$ cat config.mk
export PLATFORM = sky130hd
export DESIGN_NAME = sbox_layer_pipe
export DESIGN_NICKNAME = d
export VERILOG_FILES = /design/src/rtl/sbox_layer_pipe.sv
export SDC_FILE = /design/constraint.sdc
export NUM_CORES = 1
export LEC_CHECK = 0
export ABC_AREA = 0
export BUFFER_PORTS_ARGS = -buffer_cell sky130_fd_sc_hd__buf_2
export CAP_MARGIN = 20
export CORE_ASPECT_RATIO = 0.9
export CORE_UTILIZATION = 45
export DETAILED_ROUTE_END_ITERATION = 8
export PLACE_DENSITY = 0.75
export SETUP_SLACK_MARGIN = 0.15
export SLEW_MARGIN = 5
export SYNTH_ARGS = -nofsm -noshare
export SYNTH_HDL_FRONTEND = slang
export SYNTH_SLANG_ARGS = --single-unit
$ cat constraint.sdc
create_clock -name clk -period 2.65 [get_ports clk]
set_input_delay 0.1325 -clock clk [delete_from_list [all_inputs] [get_ports clk]]
set_output_delay 0.1325 -clock clk [all_outputs]
set_load 0.03 [all_outputs]
$ cat src/rtl/sbox_layer_pipe.sv
// ============================================================================
//  Module      : sbox_layer_pipe
//  Description : Two-stage valid/ready pipeline that substitutes every nibble
//                of a word through a 4-bit S-box (forward or inverse per word).
//  Revision    : 1.0 - initial release
// ============================================================================
`default_nettype none

module sbox_layer_pipe #(
   parameter int WIDTH = 16,
   parameter int TAG_W = 4
) (
   input  logic             clk,
   input  logic             rst,
   input  logic             in_valid,
   output logic             in_ready,
   input  logic             in_inv,
   input  logic [WIDTH-1:0] in_data,
   input  logic [TAG_W-1:0] in_tag,
   output logic             out_valid,
   input  logic             out_ready,
   output logic [WIDTH-1:0] out_data,
   output logic [TAG_W-1:0] out_tag,
   output logic             busy
);

   localparam int c_NIBBLES = WIDTH / 4;

   logic             r_s1_valid;
   logic             r_s1_inv;
   logic [WIDTH-1:0] r_s1_data;
   logic [TAG_W-1:0] r_s1_tag;

   logic             r_s2_valid;
   logic [WIDTH-1:0] r_s2_data;
   logic [TAG_W-1:0] r_s2_tag;

   logic             w_s2_load;
   logic             w_s1_load;
   logic [WIDTH-1:0] w_sub;

   function automatic logic [3:0] sbox_nib(input logic [3:0] x, input logic inv);
      logic [3:0] y;
      y = 4'h0;
      if (!inv) begin
         case (x)
            4'h0: y = 4'hA;  4'h1: y = 4'h5;  4'h2: y = 4'h8;  4'h3: y = 4'h2;
            4'h4: y = 4'h6;  4'h5: y = 4'hC;  4'h6: y = 4'h4;  4'h7: y = 4'h3;
            4'h8: y = 4'h1;  4'h9: y = 4'h0;  4'hA: y = 4'hB;  4'hB: y = 4'h9;
            4'hC: y = 4'hF;  4'hD: y = 4'hD;  4'hE: y = 4'h7;  4'hF: y = 4'hE;
         endcase
      end else begin
         case (x)
            4'h0: y = 4'h9;  4'h1: y = 4'h8;  4'h2: y = 4'h3;  4'h3: y = 4'h7;
            4'h4: y = 4'h6;  4'h5: y = 4'h1;  4'h6: y = 4'h4;  4'h7: y = 4'hE;
            4'h8: y = 4'h2;  4'h9: y = 4'hB;  4'hA: y = 4'h0;  4'hB: y = 4'hA;
            4'hC: y = 4'h5;  4'hD: y = 4'hD;  4'hE: y = 4'hF;  4'hF: y = 4'hC;
         endcase
      end
      return y;
   endfunction

   generate
      for (genvar k = 0; k < c_NIBBLES; k++) begin : g_nib
         assign w_sub[4*k +: 4] = sbox_nib(r_s1_data[4*k +: 4], r_s1_inv);
      end
   endgenerate

   // S2 frees up when empty or being drained; S1 frees up when moving into S2.
   assign w_s2_load = r_s1_valid && (!r_s2_valid || out_ready);
   assign in_ready  = !rst && (!r_s1_valid || w_s2_load);
   assign w_s1_load = in_valid && in_ready;

   always_ff @(posedge clk) begin
      if (rst) begin
         r_s1_valid <= 1'b0;
         r_s1_inv   <= 1'b0;
         r_s1_data  <= '0;
         r_s1_tag   <= '0;
         r_s2_valid <= 1'b0;
         r_s2_data  <= '0;
         r_s2_tag   <= '0;
      end else begin
         if (w_s2_load) begin
            r_s2_valid <= 1'b1;
            r_s2_data  <= w_sub;
            r_s2_tag   <= r_s1_tag;
         end else if (out_ready) begin
            r_s2_valid <= 1'b0;
         end

         if (w_s1_load) begin
            r_s1_valid <= 1'b1;
            r_s1_inv   <= in_inv;
            r_s1_data  <= in_data;
            r_s1_tag   <= in_tag;
         end else if (w_s2_load) begin
            r_s1_valid <= 1'b0;
         end
      end
   end

   assign out_valid = r_s2_valid;
   assign out_data  = r_s2_data;
   assign out_tag   = r_s2_tag;
   assign busy      = r_s1_valid || r_s2_valid;

endmodule

`default_nettype wire
Word-level counts from Yosys, hierarchy flattened
Memory sizes are Yosys's and may differ from the RTL's. A register that Yosys moved wholly into a read port is not among the register bits.
Cells that the tools add are included.
W data, S select, Z words.

operators by class
  reduce and logical (&&, ||, !) cells = 11
  $lt $le $gt $ge = 0
  muxes and demuxes = 24
  divide/modulo/power cells = 0
  equal/unequal tests = 0
  shift operators = 0
  $add $sub $neg = 0
  bitwise operators = 0
  multipliers = 0

operators with widths
  operator             count
  $mux W4              20
  $mux W1              4
  $reduce_bool A2 Y1   2
  $logic_and A1 B1 Y1  3
  $logic_not A1 Y1     3
  $logic_or A1 B1 Y1   3

word-level totals
  bits of input ports = 25
  logic and storage cells = 50
  latch bits = 0
  register bits after elaboration = 43
  output and inout bits = 23
  RAM bits = 0
  memory bits (read-only) = 512
  memories = 8

memory list
  memory            depth  width  rd ports  clocked after Yosys merged registers in  write ports  RTL line  source
  (name not given)  16     4      1         1                                        0            46        case (x)
  (name not given)  16     4      1         1                                        0            53        case (x)
  (name not given)  16     4      1         1                                        0            46
  (name not given)  16     4      1         1                                        0            53
  (name not given)  16     4      1         1                                        0            46
  (name not given)  16     4      1         1                                        0            53
  +2 memories       -      -      -         -                                        -            -

Longest topological paths before layout
  depth after elaboration = 8
  depth in mapped cells = 10
  mapped depth without buffers = 8

Worst setup path after synthesis
No wires, ideal clock.

  path type = register to register
  from = register r_s2_valid (netlist: out_valid)
  to = register with a tool-made name
  period minus slack after synthesis = 2.354 ns
  cell stages (with the launch flop) = 9
  slack = 0.296 ns
  setup time = 0.121 ns
  path buffers = 1
  data arrival time = 2.234 ns
  required time = 2.529 ns
  cells stage by stage = dfxtp_1 nand3b_4 and2_1 buf_2 o21ai_1 inv_1 ha_1 a21oi_1 mux2_2

RTL lines
  item                      RTL line  source
  start: declaration        34        logic r_s2_valid;
  start signal: assignment  80        r_s2_valid <= 1'b0;
  start signal: assignment  85        r_s2_valid <= 1'b1;
  start signal: assignment  89        r_s2_valid <= 1'b0;

==> metrics.md <==
| Metric | Value |
|---|---|
| Clock transition at path regs | 0.08 ns |
| Drt total wl | 7.804 mm |
| Final core utilization | 54.89% |
| Status | complete, no violations |
| Area growth from synthesis to layout | 17.55% |
| Num CTS Buffers | 9 |
| Leak | 2.092 nW |
| Worst EP arrival | 2.49 ns |
| Die Width | 98.67 µm |
| Total gr overflow | 0 |
| Hold Fails Final Rpt | 0 |
| First-pass GRT wire length | 12.92 mm |
| RSZ-0062 raised after global routing | no |
| Max Slew Vio Count | 0 |
| Iteration count of the initial detailed-routing pass | 4 |
| Worst-margin pin slew | 0.5131 ns |
| DR WL/cell | 14.11 µm |
| Period utilisation layout | 83.16% |
| Post-cts sizing count | 0 |
| Count leader, synth | dfxtp_1 |
| Largest net degree at the start of global routing | 54 |
| HP Class | in2reg |
| Final worst slack | 0.4462 ns |
| Num rows | 31 |
| Number of global-route vias before repair | 2779 |
| Cell area after synthesis | 0.003785 mm² |
| Gpl congestion | 0.8869 |
| Multi-input combinational cell area | 0.002063 mm² |
| Synth Instances | 391 |
| Synth unique cells | 50 |
| Syn nets | 444 |
| Slew margin rel. | 65.79% |
| Reg2Reg Setup Slack | 0.45 ns |
| Post-synthesis sequential area ratio | 39.67% |
| Die area | 0.008782 mm² |
| Total chip power | 2.870 mW |
| Peak supply drop | 0.5264 mV |
| Nets | 502 |
| # diodes | 0 |
| Main area contributors after synthesis | dfxtp_1 (40%), mux2i_1 (13%), ha_1 (9.3%) |
| ANT nets after route | 0 |
| Fin Hold WS | 0.06707 ns |
| Fillers | 698 |
| Layout cells sized above 1 | 21.81% |
| Worst Path Required | 2.93 ns |
| Main synth FF type | dfxtp_1 |
| Peak fanout along the critical path | 18 |
| Initial DRC count | 88 |
| Pwr per Cell Area | 645.0 mW/mm² |
| CTS sink count | 75 |
| Fmax | 453.8 MHz |
| Post-synth EDFFs | 0 |
| Clock buffer depth | 2 |
| Largest area contributor in the netlist | dfxtp_1 |
| Port bufs | 47 |
| Die height | 89.01 µm |
| Final Critical Period | 2.204 ns |
| Setup violators final | 0 |
| Postcts setup bufs | 0 |
| Sequential Area | 0.001501 mm² |
| Crit start category | flop |
| Clock Latency Late Sink | 0.36 ns |
| Avg Inst Size Synth | 9.680 µm² |
| MaxCap Viol Count | 0 |
| Area share of the largest cell type after synthesis | 39.67% |
| Via/cell ratio | 5.152 |
| H-Tree Depth | 3 |
| Drt drc | 0 |
| Synthesis Warnings | 0 |
| Via Count | 2849 |
| Max Clock Skew | 0.01043 ns |
| Initial core utilization | 46.69% |
| Initial antenna violation count | 0 |
| Hpwl dp | 5.622 mm |
| Core ar. | 0.008107 mm² |
| Post-synth ARST share | 0% |
| IO Pins | 48 |
| CP endpoint kind | flop |
| Final setup TNS | 0 ns |
| FF+latch count, synth | 75 |
| CTS tree | built |
| GRT Util Overall | 19.10% |
| Most frequent cells after synthesis | dfxtp_1 (75), mux2i_1 (50), nor2_1 (36) |
| CP Class | reg2reg |
| Clock root cell | clkbuf_8 |
| Pre-CTS setup slack | 0.4140 ns |
==> repair_timing <==
| item | in CTS | in global routing |
|---|---|---|
| hold buffers | 5 | 0 |
| endpoints found under the hold margin | 5 | 0 |
| endpoints found under the setup margin | 0 | 0 |
==> worst max-delay path, stage by stage (launching register included) <==
cell	delay, ns
dfxtp_1	0.41
nand3b_4	0.17
nand2_4	0.32
mux2i_2	0.42
inv_1	0.20
ha_1	0.24
mux2_4	0.25
mux2i_1	0.12
==> placed cells by master (no fill, tap or decap), types with 2 or more instances in the layout <==
master / instances
nand3b_1: 5
clkbuf_8: 9
bufinv_16: 3
nor2_1: 36
dfxtp_1: 75
nand2b_1: 7
and2_1: 3
o21ai_0: 11
o21a_1: 2
mux2_2: 8
o21ai_1: 4
mux2i_4: 4
dlygate4sd3_1: 5
o211ai_1: 2
ha_1: 28
a211o_1: 3
buf_4: 13
a211oi_1: 20
o21bai_1: 5
nand2_1: 18
o2bb2ai_1: 2
nand3_1: 4
a31oi_1: 9
nor2b_1: 8
buf_2: 47
a21oi_1: 12
a21oi_2: 2
clkinv_2: 2
mux2i_1: 50
inv_1: 33
==> layout make-up <==
class                           instances  area share (%)
Tap cell                               99           2.784
Clock buffer                            9           2.784
Timing Repair Buffer                   65           8.605
Inverter                               36           3.093
Clock inverter                          7           2.615
Multi-Input combinational cell        262           46.37
Sequential cell                        75           33.75
==> layer usage <==
layer  wire length, µm  global-route usage, %
met1              3580                  21.87
met5                 0                      0
met4               130                  8.005
met3               281                  5.160
met2              3811                  34.31
==> cells by family (layout without fill, tap and decap cells) <==
logic type               after synthesis  in the layout  share of synthesized area, %
flip-flops                            75             75                         39.67
buffers and inverters                 54            117                         5.818
adder cells (fa/ha/maj)               28             28                         9.256
AND/OR/NAND/NOR                       88             88                         11.67
multiplexers                          64             64                         18.74
AO/OA/AOI/OAI                         82             82                         14.84
==> final timing paths <==
check,start,to,depth (start not counted)
worst min-delay path,in_data[12],r_s1_data[12]$_SDFFE_PP0N_,3
worst min register to register,r_s1_tag[0]$_SDFFE_PP0N_,r_s1_tag[0]$_SDFFE_PP0N_,2
worst max-delay path,out_valid$_SDFFE_PP0P_,flop,7
worst max register to register,out_valid$_SDFFE_PP0P_,flop,7
==> per-stage QoR <==
stage	cells	instance area (µm²)
6_report	553	4449
5_1_grt	553	4449
4_1_cts	553	4449
3_5_place_dp	532	4159
3_3_place_gp	532	4159
2_1_floorplan	391	3785
==> where the power goes <==
part | internal [mW] | switching (mW) | leakage, nW
Sequential | 1.25 | 0.0439 | 0.623
Clock | 0.623 | 0.429 | 0.119
Combinational | 0.220 | 0.307 | 1.35
No activity file was read; power rests on OpenSTA's default activity.
